**config.mk**
```make
export PLATFORM = sky130hd
export DESIGN_NAME = iterative_divider
export DESIGN_NICKNAME = d
export VERILOG_FILES = /design/src/rtl/iterative_divider_pkg.sv /design/src/rtl/iterative_divider_step.sv /design/src/rtl/iterative_divider.sv
export SDC_FILE = /design/constraint.sdc
export NUM_CORES = 1
export LEC_CHECK = 0
export CORE_ASPECT_RATIO = 0.5
export CORE_MARGIN = 2
export CORE_UTILIZATION = 49
export CTS_BUF_LIST = sky130_fd_sc_hd__clkbuf_4 sky130_fd_sc_hd__clkbuf_8
export DETAILED_ROUTE_END_ITERATION = 10
export GPL_TIMING_DRIVEN = 0
export PLACE_DENSITY_LB_ADDON = 0.12
export SKIP_LAST_GASP = 1
export SLEW_MARGIN = 20
export SYNTH_ARGS = -nofsm -noshare
export SYNTH_HDL_FRONTEND = slang
export SYNTH_HIERARCHICAL = 1
export SYNTH_SLANG_ARGS = --single-unit
```
**constraint.sdc**
```tcl
create_clock -name Clock -period 3.71 [get_ports Clock]
set_input_delay 0.742 -clock Clock [delete_from_list [all_inputs] [get_ports Clock]]
set_output_delay 0.742 -clock Clock [all_outputs]
set_load 0.05 [all_outputs]
```
**src/rtl/iterative_divider_pkg.sv**
```systemverilog
// Shared ISA types for the iterative divider: data width, opcodes, flag word and divider FSM states.
package iterative_divider_pkg;

  localparam int DataWidth = 16;

  typedef enum logic [2:0] {
    OP_ADD,
    OP_SUB,
    OP_AND,
    OP_OR,
    OP_XOR,
    OP_MUL,
    OP_DIV,
    OP_MOD
  } eOperation;

  typedef struct packed {
    logic Carry;
    logic Zero;
    logic Negative;
    logic Overflow;
    logic Parity;
  } sFlags;

  typedef enum logic [1:0] {
    DIV_IDLE,
    DIV_CALC,
    DIV_FIX,
    DIV_DONE
  } eDivState;

endpackage

```
**src/rtl/iterative_divider_step.sv**
```systemverilog
// One restoring-division step: shift the next dividend bit into the partial remainder and trial-subtract.
module divider_step #(
  parameter int WIDTH = 16
) (
  input  logic [WIDTH-1:0] rem_in,
  input  logic [WIDTH-1:0] q_in,
  input  logic [WIDTH-1:0] divisor,
  output logic [WIDTH-1:0] rem_out,
  output logic [WIDTH-1:0] q_out
);

  logic [WIDTH:0] shifted;
  logic [WIDTH:0] trial;

  // The partial remainder stays below the divisor (or below 2**WIDTH when the
  // divisor is zero), so the kept remainder always fits back into WIDTH bits.
  always_comb begin
    shifted = {rem_in, q_in[WIDTH-1]};
    trial   = shifted - {1'b0, divisor};
    rem_out = trial[WIDTH] ? shifted[WIDTH-1:0] : trial[WIDTH-1:0];
    q_out   = {q_in[WIDTH-2:0], ~trial[WIDTH]};
  end

endmodule

```
**src/rtl/iterative_divider.sv**
```systemverilog
// Multi-cycle signed DIV/MOD unit, one quotient bit per clock, Start/Busy/Done handshake.
// Optional DIVIDER_ZERO_TRAP_EN: a zero divisor returns the dividend and raises Overflow.
module iterative_divider
  import iterative_divider_pkg::*;
#(
  parameter int WIDTH = DataWidth
) (
  input  logic             Clock,
  input  logic             nReset,
  input  logic             Start,
  input  eOperation        Operation,
  input  logic [WIDTH-1:0] InDest,
  input  logic [WIDTH-1:0] InSrc,
  input  sFlags            InFlags,
  output logic             Busy,
  output logic             Done,
  output logic [WIDTH-1:0] OutDest,
  output sFlags            OutFlags
);

  localparam int CntW = $clog2(WIDTH);

  eDivState         state_q, state_d;
  logic [CntW-1:0]  count_q, count_d;
  logic             is_mod_q, is_mod_d;
  logic             q_neg_q, q_neg_d;
  logic             rem_neg_q, rem_neg_d;
  sFlags            in_flags_q, in_flags_d;
  logic [WIDTH-1:0] quo_q, quo_d;
  logic [WIDTH-1:0] rem_q, rem_d;
  logic [WIDTH-1:0] divisor_q, divisor_d;
  logic [WIDTH-1:0] dest_q, dest_d;
  sFlags            out_flags_q, out_flags_d;

  logic [WIDTH-1:0] step_rem, step_quo;
  logic [WIDTH-1:0] quo_signed, rem_signed, result;
  sFlags            result_flags;
  logic             accept;

  divider_step #(.WIDTH(WIDTH)) u_step (
    .rem_in  (rem_q),
    .q_in    (quo_q),
    .divisor (divisor_q),
    .rem_out (step_rem),
    .q_out   (step_quo)
  );

  assign accept = Start && (Operation == OP_DIV || Operation == OP_MOD);

  // Sign correction and flag generation, consumed in DIV_FIX.
  always_comb begin
    quo_signed   = q_neg_q   ? ('0 - quo_q) : quo_q;
    rem_signed   = rem_neg_q ? ('0 - rem_q) : rem_q;
    result       = is_mod_q ? rem_signed : quo_signed;
    result_flags = in_flags_q;
`ifdef DIVIDER_ZERO_TRAP_EN
    // With a zero divisor the signed remainder is exactly the dividend.
    if (divisor_q == '0) begin
      result                = rem_signed;
      result_flags.Overflow = 1'b1;
    end else begin
      result_flags.Overflow = 1'b0;
    end
`endif
    result_flags.Zero     = (result == '0);
    result_flags.Negative = result[WIDTH-1];
    result_flags.Parity   = ~^result;
  end

  // NOTE: every _d gets its hold value first so no path through the case leaves
  // a variable unassigned, which would otherwise infer a latch.
  always_comb begin
    state_d     = state_q;
    count_d     = count_q;
    is_mod_d    = is_mod_q;
    q_neg_d     = q_neg_q;
    rem_neg_d   = rem_neg_q;
    in_flags_d  = in_flags_q;
    quo_d       = quo_q;
    rem_d       = rem_q;
    divisor_d   = divisor_q;
    dest_d      = dest_q;
    out_flags_d = out_flags_q;

    unique case (state_q)
      DIV_IDLE, DIV_DONE: begin
        state_d = DIV_IDLE;
        if (accept) begin
          state_d    = DIV_CALC;
          count_d    = CntW'(WIDTH - 1);
          is_mod_d   = (Operation == OP_MOD);
          q_neg_d    = InDest[WIDTH-1] ^ InSrc[WIDTH-1];
          rem_neg_d  = InDest[WIDTH-1];
          in_flags_d = InFlags;
          quo_d      = InDest[WIDTH-1] ? ('0 - InDest) : InDest;
          divisor_d  = InSrc[WIDTH-1]  ? ('0 - InSrc)  : InSrc;
          rem_d      = '0;
        end
      end
      DIV_CALC: begin
        quo_d   = step_quo;
        rem_d   = step_rem;
        count_d = count_q - 1'b1;
        if (count_q == '0) state_d = DIV_FIX;
      end
      DIV_FIX: begin
        dest_d      = result;
        out_flags_d = result_flags;
        state_d     = DIV_DONE;
      end
      default: state_d = DIV_IDLE;
    endcase
  end

  // NOTE: state uses non-blocking assignments so every register samples the
  // pre-edge values; all datapath registers are small and reset along with the FSM.
  always_ff @(posedge Clock or negedge nReset) begin
    if (!nReset) begin
      state_q     <= DIV_IDLE;
      count_q     <= '0;
      is_mod_q    <= 1'b0;
      q_neg_q     <= 1'b0;
      rem_neg_q   <= 1'b0;
      in_flags_q  <= '0;
      quo_q       <= '0;
      rem_q       <= '0;
      divisor_q   <= '0;
      dest_q      <= '0;
      out_flags_q <= '0;
    end else begin
      state_q     <= state_d;
      count_q     <= count_d;
      is_mod_q    <= is_mod_d;
      q_neg_q     <= q_neg_d;
      rem_neg_q   <= rem_neg_d;
      in_flags_q  <= in_flags_d;
      quo_q       <= quo_d;
      rem_q       <= rem_d;
      divisor_q   <= divisor_d;
      dest_q      <= dest_d;
      out_flags_q <= out_flags_d;
    end
  end

  assign Busy     = (state_q == DIV_CALC) || (state_q == DIV_FIX);
  assign Done     = (state_q == DIV_DONE);
  assign OutDest  = dest_q;
  assign OutFlags = out_flags_q;

endmodule

```
==> metrics.txt, run 1 <==
status=finished clean; minimum clock period=3.54 ns; core area=11900 sq um; DRC viols=0; vias per cell=5.57; Hold Slack=0.333 ns; DP HPWL=roughly 12 mm; largest net degree at the start of global routing=43; Max Buffers Root-to-Sink=2; initial core utilization=0.509; port bufs=61; Post-Syn Area=6080 sq um; vias in the first global route=between 4000 and 5000; synth warn=6; Post-synth ARST share=1.00; Die Y=82.7 um; Synth area leaders=dfrtp_1 (33%), o21ai_0 (6.8%), ha_1 (6.6%), nand2_1 (6.1%), xnor2_1 (5.3%); CP startpoint kind=flop; Iter 0 DRT Violations=~370; most numerous cell in the Yosys netlist=nand2_1; sequential share of the synthesized area=0.325; layout cell share with drive strength beyond 1=0.0903; top cells by count, synth=nand2_1 (98), o21ai_0 (83), dfrtp_1 (79), inv_1 (37), xnor2_1 (37); PD cells=between 1000 and 1500 nW/um^2; Overall Global Routing Usage=0.237; Max Clk Rate=0.282 GHz; Antenna Nets Post-Route=0; via count=5357; Post-synth EDFFs=0; Setup Crit Path Kind=reg2reg; ratio of final minimum period to clock period=0.954; CTS root buf=clkbuf_8; length of the first detailed-routing pass in iterations=5; Slew @ Worst Pin=0.970 ns; Synth top area share=0.325; Mean Syn Cell Area=around 8.5 sq um; FP Rows=28; Die Width=~160 um; Final Setup Violations=0; WP data arrival=3.77 ns; CTS Buf Count=9; net count after synthesis=slightly below 800; post-CTS resize count=0; met3 Usage GRT=0.0440; Cell variety after synth=62; Peak VDD IR=433 uV; Hold Violations, Final=0; setup slack after layout=roughly 0.17 ns; initial antenna violation count=0; CP max FO=10; capturing element type of the critical path=flop; Most used DFF post-synth=dfrtp_1; Cells after Synth=716; M1 GR Usage=0.330; FF-to-FF setup slack=0.17 ns; clock tree sinks=79; DR WL/cell=16.0 um; hold buffers post-CTS=0; Pleak=~3.1 nW; Slew Limit Fails=0; fin nets=868; first-pass GRT wire length=24.6 mm; total global routing overflow=0; Hold Path Class=in2async; filler instances=1113; CTS tree=built; routed wire length=15.4 mm; multi-input logic area=3700 sq um; Setup Buffers After CTS=0; Max Cap Violations=0; dpl ws=approximately 0.19 ns; Worst-Skew Late Latency=around 0.37 ns; Slew headroom=0.348; FF/Latch Area=1980 sq um; Setup Skew=between 0.008 and 0.009 ns; unrepaired setup endpoints after global routing=no; Reg clk slew, reported paths=0.09 ns; global route hottest layer=met2; GPL Wtd Cong=approximately 0.85; H-tree depth=3; #FFs+latches synth=79; Crit path required time=slightly below 4 ns; P&R area growth vs syn=17.6%; I/O pin cnt=66; diode count=0; Global Route met2 Usage=0.386; Die ar.=13400 sq um; leading area contributor after synthesis=dfrtp_1
==> flip-flops by register name, indices dropped and copies added, names as in the netlist <==
name / count
state_q: 2
count_q: 4
rem_neg_q: 1
quo_q: 16
OutDest: 16
in_flags_q: 2
rem_q: 16
q_neg_q: 1
divisor_q: 16
is_mod_q: 1
OutFlags: 4
==> cell usage in the layout (no fill, tap or decap), types with 3 or more instances in the layout <==
| cell | netlist | layout |
|---|---|---|
| nand2_1 | 98 | 98 |
| o21ai_0 | 83 | 83 |
| dfrtp_1 | 79 | 79 |
| clkdlybuf4s50_1 | 0 | 60 |
| xnor2_1 | 37 | 37 |
| inv_1 | 37 | 37 |
| nor2_1 | 36 | 36 |
| xor2_1 | 33 | 33 |
| ha_1 | 32 | 32 |
| nand3_1 | 29 | 29 |
| a21oi_1 | 28 | 28 |
| clkbuf_1 | 26 | 26 |
| buf_4 | 16 | 20 |
| or3_1 | 14 | 14 |
| mux2_2 | 13 | 13 |
| mux2i_1 | 12 | 12 |
| o31ai_1 | 12 | 12 |
| nor3_1 | 11 | 11 |
| nor2b_1 | 10 | 10 |
| clkbuf_8 | 0 | 9 |
| nand2b_1 | 7 | 7 |
| nor4_1 | 7 | 7 |
| o41ai_1 | 7 | 7 |
| mux2_4 | 7 | 7 |
| a31oi_1 | 6 | 6 |
| nand4_1 | 6 | 6 |
| a221o_1 | 6 | 6 |
| or4_1 | 5 | 5 |
| a41oi_1 | 4 | 4 |
| a21o_1 | 4 | 4 |
| buf_1 | 3 | 3 |
| o211ai_1 | 3 | 3 |
| a31o_2 | 3 | 3 |
| a211oi_1 | 3 | 3 |
==> layer usage <==
metal  vias up  share of wire
met5         -              0
met4         0          0.010
met3        18          0.060
met2       135           0.44
met1      2527           0.49
li1       2677              -
==> power by group <==
group	internal [mW]	switching, mW	total, mW
Clock	0.320	0.363	0.683
Sequential	1.24	0.417	1.65
Combinational	2.57	3.01	5.58
==> final timing paths <==
path / start / end / cells after the start
min in group Clock: divisor_q[10] / divisor_q[10] / 2
max in group asynchronous: nReset / OutFlags[4] / 2
setup / recovery: quo_q[15] / rem_q[10] / 14
hold reg to reg: divisor_q[10] / divisor_q[10] / 2
hold / removal: nReset / quo_q[12] / 1
setup reg to reg: quo_q[15] / rem_q[10] / 14
==> final cells by class <==
type | instances | area share
plain buffers | 48 | 0.0359
multi-input cells | 550 | 0.517
inverters | 39 | 0.0205
clock inverters | 7 | 0.0112
flip-flops and latches | 79 | 0.277
well taps | 165 | 0.0289
clock buffers | 9 | 0.0173
repair buffers | 65 | 0.0921
==> kinds of logic after synthesis <==
kind of cell,after synthesis,synth area share
DFF,79,0.325
muxes,32,0.0611
and+or+nand+nor,232,0.180
adders and majority gates,33,0.0692
buffers and inverters,87,0.0663
AOI/OAI and AO/OA,182,0.195
xor gates and xnor gates,71,0.104
==> metrics by stage <==
stage / cell area, sq um / power [mW] / cells / utilization / setup TNS, ns
2_1_floorplan: 6080 / 5.85 / 716 / - / 0
3_3_place_gp: 6890 / 7.05 / 942 / 0.577 / -79.45
3_5_place_dp: 6920 / 7.12 / 943 / 0.579 / 0
4_1_cts: 7120 / 7.85 / 959 / 0.596 / 0
5_1_grt: 7150 / 8.57 / 962 / 0.598 / 0
6_report: 7150 / 7.92 / 962 / 0.598 / 0
==> critical path, stage by stage (launching register included) <==
cell and delay, ns:
dfrtp_1 0.47, inv_1 0.16, ha_1 0.21, fa_1 0.21
nor2b_1 0.07, o31a_1 0.26, o41a_1 0.43, and4_4 0.22
a311oi_2 0.34, xnor2_2 0.15, buf_4 0.18, buf_6 0.20
mux2_4 0.32, nand3_1 0.07, o21ai_0 0.10
(Power assumes the default switching activity.)
==> run 2, diff against run 1 <==
--- a/config.mk
+++ b/config.mk
@@ -11,9 +11,9 @@
 export CTS_BUF_LIST = sky130_fd_sc_hd__clkbuf_4 sky130_fd_sc_hd__clkbuf_8
 export DETAILED_ROUTE_END_ITERATION = 10
 export GPL_TIMING_DRIVEN = 0
-export PLACE_DENSITY_LB_ADDON = 0.12
+export PLACE_DENSITY = 0.68
 export SKIP_LAST_GASP = 1
-export SLEW_MARGIN = 20
+export SLEW_MARGIN = 15
 export SYNTH_ARGS = -nofsm -noshare
 export SYNTH_HDL_FRONTEND = slang
 export SYNTH_HIERARCHICAL = 1
==> run 2 against run 1 <==
Effect of this change: combinational power is essentially flat; register-to-register slack lost 0.02 ns; clock skew grew 0.0012 ns; non-clock buffer count is the same; total power grew 0.21%; sequential power is essentially flat; first-iteration DRC count grew 1.9%; worst setup slack lost 0.025 ns; maximum frequency shrank 0.69%; routed wire length grew 0.44%; critical endpoint unchanged.
==> metrics.txt, run 2 (same netlist as run 1, synthesis figures left out) <==
Reg clk slew, reported paths=0.09 ns (about the same); CP startpoint kind=flop; Iter 0 DRT Violations=372 (+1.9%); Worst R2R End=rem_q[10]; Reg-to-Reg Start=quo_q[15]; GPL Wtd Cong=0.852 (about the same); vias per cell=5.55 (-0.30%); Hold Slack=0.361 ns (+0.0276 ns); commonest non-fill, non-tap cells in the layout=nand2_1 (98), o21ai_0 (83), dfrtp_1 (79), clkdlybuf4s50_1 (60); fin nets=868 (unchanged); Worst-Skew Late Latency=0.37 ns (about the same); diode count=0 (unchanged); Setup Crit Path Kind=reg2reg; via count=5341 (-0.30%); Pleak=3.14 nW (-0.10%); Overall Global Routing Usage=0.237 (about the same); setup slack after layout=0.145 ns (-0.0246 ns); port bufs=61 (unchanged); Slew Limit Fails=0 (unchanged); DR WL/cell=16.0 um (+0.44%); H-tree depth=3 (unchanged); Slew @ Worst Pin=0.886 ns (-0.0832 ns); total global routing overflow=0 (unchanged); Antenna Nets Post-Route=0 (unchanged); Max Cap Violations=0 (unchanged); WP data arrival=3.80 ns (+0.03 ns); core area=11900 sq um (unchanged); Slew headroom=0.404 (+0.0560); CTS root buf=clkbuf_8; Hold Violations, Final=0 (unchanged); vias in the first global route=4866 (-0.27%); Setup Skew=0.00957 ns (+0.00125 ns); Peak VDD IR=515 uV (+19%); hold buffers post-CTS=0 (unchanged); Die ar.=13400 sq um (unchanged); most common cell after layout, fill and taps aside=nand2_1; FP Rows=28 (unchanged); CP max FO=10 (unchanged); minimum clock period=3.56 ns (+0.0246 ns); Hold Path Class=in2async; Reg2Reg Depth=14 (unchanged); unrepaired setup endpoints after global routing=no; DRC viols=0 (unchanged); CTS Buf Count=9 (unchanged); initial core utilization=0.509 (unchanged); P&R area growth vs syn=17.5%; Max Buffers Root-to-Sink=2 (unchanged); Crit path required time=3.94 ns (about the same); clock tree sinks=79 (unchanged); Die Y=82.7 um (unchanged); ratio of final minimum period to clock period=0.961 (+0.00662); length of the first detailed-routing pass in iterations=5 (unchanged); filler instances=1092 (-1.9%); I/O pin cnt=66 (unchanged); Max Clk Rate=0.281 GHz (-0.69%); capturing element type of the critical path=flop; Setup TNS=0 ns (unchanged); Die Width=161 um (unchanged); largest net degree at the start of global routing=44 (+2.3%); initial antenna violation count=0 (unchanged); layout cell share with drive strength beyond 1=0.0903 (unchanged); PD cells=1110 nW/um^2 (+0.32%); FF-to-FF setup slack=0.15 ns (-0.02 ns); routed wire length=15.4 mm (+0.44%); dpl ws=0.155 ns (-0.0391 ns); first-pass GRT wire length=24.6 mm (+0.14%); status=finished clean; CTS tree=built; Final Setup Violations=0 (unchanged); DP HPWL=12.1 mm (+0.72%)
==> run 2: cell type report <==
| cell class | count | area, sq um | share of cell area |
|---|---|---|---|
| multi-input combinational | 550 | 3700 | 0.518 |
| tap | 165 | 206 | 0.0289 |
| inverter | 39 | 146 | 0.0205 |
| clock inverter | 7 | 80.1 | 0.0112 |
| buffer | 48 | 256 | 0.0359 |
| clock buffer | 9 | 124 | 0.0174 |
| sequential | 79 | 1980 | 0.277 |
| timing repair buffer | 65 | 651 | 0.0911 |
==> run 2: how the worst max path moves through the flow <==
stage	start	endpoint	slack (ns)	cells after the start
after global placement	nReset	quo_q[7]	-0.97	1
after detailed placement	quo_q[15]	rem_q[10]	0.15	13
final	quo_q[15]	rem_q[10]	0.15	14
after CTS	quo_q[15]	rem_q[10]	0.15	13
after floorplan	quo_q[15]	rem_q[10]	0.63	13
after global routing	quo_q[15]	rem_q[10]	0.01	14
==> run 2: where the power goes <==
part           switching, mW  internal, mW  total (mW)  leakage (nW)
registers              0.420          1.23        1.66         0.992
clock network          0.367         0.321       0.687         0.102
logic                   3.02          2.57        5.59          2.04
==> run 2: what timing repair did <==
action | in CTS | in global routing
setup buffers | 0 | 3
hold endpoints to repair | 0 | 0
resized for setup | 0 | 0
setup endpoints to repair | 0 | 1
==> run 2: routing by layer <==
layer / global-route usage / wire [um]
met3: 0.0450 / 858
met5: 0 / 0
met1: 0.328 / 7500
met4: 0.0366 / 100
met2: 0.398 / 6960
==> run 2: through the flow <==
step           total power [mW]  cells  utilization  instance area, sq um
3_5_place_dp               7.13    943        0.579                  6910
5_1_grt                    8.56    962        0.598                  7140
3_3_place_gp               7.04    942        0.577                  6890
6_report                   7.93    962        0.598                  7140
2_1_floorplan              5.85    716            -                  6080
4_1_cts                    7.84    959        0.596                  7120
==> run 2: worst max-delay path, cell delays in order (launching register included) <==
cell and delay, ns:
dfrtp_1 0.48, inv_1 0.14, ha_1 0.22, fa_1 0.22
nor2b_1 0.07, o31a_1 0.27, o41a_1 0.44, and4_4 0.22
a311oi_2 0.33, xnor2_2 0.17, buf_4 0.18, buf_6 0.20
mux2_4 0.32, nand3_1 0.08, o21ai_0 0.09
==> run 3, diff against run 2 <==
--- a/config.mk
+++ b/config.mk
@@ -7,11 +7,11 @@
 export LEC_CHECK = 0
 export CORE_ASPECT_RATIO = 0.5
 export CORE_MARGIN = 2
-export CORE_UTILIZATION = 49
+export CORE_UTILIZATION = 25
 export CTS_BUF_LIST = sky130_fd_sc_hd__clkbuf_4 sky130_fd_sc_hd__clkbuf_8
 export DETAILED_ROUTE_END_ITERATION = 10
 export GPL_TIMING_DRIVEN = 0
-export PLACE_DENSITY = 0.68
+export PLACE_DENSITY = 0.39
 export SKIP_LAST_GASP = 1
 export SLEW_MARGIN = 15
 export SYNTH_ARGS = -nofsm -noshare
==> run 3 against run 2 <==
Effect of this change: die area grew 92%; register-to-register slack improved by 0.05 ns; critical path depth decreased by 1; combinational power up 0.9%; worst setup slack better by 0.051 ns.
==> metrics.txt, run 3 (same netlist as run 1, synthesis figures left out) <==
status=finished clean; CP max FO=10 (unchanged); switching part of the total=0.477 (-0.00302); FP Rows=40 (+43%); Final Setup Violations=0 (unchanged); Max Cap Violations=0 (unchanged); core area=23900 sq um (+100%); initial antenna violation count=0 (unchanged); initial core utilization=0.254 (-0.255); clock tree sinks=79 (unchanged); Die Width=224 um (+39%); Slew headroom=0.306 (-0.0976); Iter 0 DRT Violations=347 (-6.7%); vias in the first global route=5261 (+8.1%); Hold Violations, Final=0 (unchanged); ratio of final minimum period to clock period=0.947 (-0.0138); I/O pin cnt=66 (unchanged); design area=7370 sq um (+3.3%); placement-stage cell area=7100 sq um (+2.7%); Die Y=114 um (+38%); commonest non-fill, non-tap cells in the layout=nand2_1 (98), o21ai_0 (83), dfrtp_1 (79), clkdlybuf4s50_1 (60), xnor2_1 (37); Antenna Nets Post-Route=0 (unchanged); FF/Latch Area=1980 sq um (unchanged); Max Clk Rate=0.285 GHz (+1.5%); Slew @ Worst Pin=1.03 ns (+0.145 ns); largest net degree at the start of global routing=50 (+14%); minimum clock period=3.51 ns (-0.0512 ns); Core Util, Final=0.308 (-0.289); Worst-Skew Late Latency=0.38 ns (about the same); Reg-to-Reg Start=quo_q[15]; first-pass GRT wire length=29.5 mm (+20%); CTS root buf=clkbuf_8; sequential group share of total power=0.205 (-0.004); Overall Global Routing Usage=0.149 (-0.0883); Pleak=3.15 nW (+0.29%); most common cell after layout, fill and taps aside=nand2_1; P&R area growth vs syn=21.3%; H-tree depth=3 (unchanged); Sw Pwr=3.87 mW (+1.6%); GPL Wtd Cong=0.802 (-5.8%); WP data arrival=3.77 ns (-0.03 ns); Hold Path Class=in2async; clock share of power=0.100 (+0.013); Setup Skew=0.0127 ns (+0.00312 ns); CP startpoint kind=flop; Comb pwr share=0.695 (-0.010); capturing element type of the critical path=flop; Setup Crit Path Kind=reg2reg; total power=8.12 mW (+2.3%); DP HPWL=14.4 mm (+19%); crit path from=quo_q[15]; CTS tree=built; fin nets=865 (-0.35%); Reg clk slew, reported paths=0.09 ns (about the same); unrepaired setup endpoints after global routing=no; internal power=4.24 mW (+2.9%); multi-input logic area=3720 sq um (+0.61%); CTS Buf Count=9 (unchanged); Die ar.=25600 sq um (+92%); Peak VDD IR=458 uV (-11%); via count=5286 (-1.0%); PD cells=1100 nW/um^2 (-0.97%); DR WL/cell=16.2 um (+0.85%); port bufs=61 (unchanged); Crit path required time=3.96 ns (+0.02 ns); total global routing overflow=0 (unchanged); Max Buffers Root-to-Sink=2 (unchanged); length of the first detailed-routing pass in iterations=5 (unchanged); DRC viols=0 (unchanged); Setup Buffers After CTS=0 (unchanged); Hold Slack=0.386 ns (+0.0253 ns); filler instances=2581 (+140%); Slew Limit Fails=0 (unchanged); layout cell share with drive strength beyond 1=0.0882 (-0.00218); Setup TNS=0 ns (unchanged); routed wire length=17.9 mm (+16%); vias per cell=4.76 (-14%)
## run 3: critical path: stages, from the launching register on
cell and delay [ns]:
dfrtp_1 0.47, inv_2 0.14, ha_1 0.21, fa_1 0.23, nor2b_1 0.08, o31a_1 0.27, o41a_1 0.44, and4_4 0.24
a311oi_4 0.38, xnor2_4 0.23, buf_8 0.22, mux2_4 0.32, nand3_1 0.08, o21ai_0 0.09
## run 3: routing by layer
| layer | GRT usage | routed length [um] | vias up |
|---|---|---|---|
| met4 | 0.0265 | 122 | 0 |
| li1 | - | - | 2677 |
| met1 | 0.223 | 9920 | 2526 |
| met5 | 0 | 0 | - |
| met3 | 0.0267 | 564 | 8 |
| met2 | 0.222 | 7340 | 75 |
## run 3: final cells by class
type                    count  share of cell area
repair buffers             62              0.0852
diodes                      1            0.000339
clock buffers              10              0.0187
well taps                 315              0.0535
multi-input cells         550               0.504
flip-flops and latches     79               0.268
clock inverters             6              0.0146
inverters                  39              0.0199
plain buffers              48              0.0353
## run 3: stage by stage
stage,cells,worst slack (ns)
after floorplan,716,0.632
after global placement,1092,-1.38
after detailed placement,1093,0.0200
after CTS,1109,0.0273
after global routing,1109,0.0178
final,1110,0.196
## run 3: power by group through the flow
| stage | logic, mW | clock network (mW) | registers (mW) |
|---|---|---|---|
| 2_1_floorplan | 4.00 | 0 | 1.86 |
| 3_3_place_gp | 5.60 | 0 | 1.68 |
| 3_5_place_dp | 5.62 | 0 | 1.69 |
| 4_1_cts | 5.64 | 0.844 | 1.67 |
| 5_1_grt | 6.30 | 0.881 | 1.74 |
| 6_report | 5.64 | 0.812 | 1.66 |
## run 3: path summary, 6_finish.rpt
path	endpoint	slack, ns	cells after the start
min reg2reg	divisor_q[2]	0.48	2
max reg2reg	rem_q[10]	0.20	13
max in group asynchronous	OutDest[1]	2.67	2
min	divisor_q[14]	0.39	1
max	rem_q[10]	0.20	13
min in group Clock	divisor_q[2]	0.48	2
## run 3: what timing repair did
item                                    CTS  global route
endpoints found under the setup margin    0             9
hold buffers                              0             0
gates resized for setup                   0             4
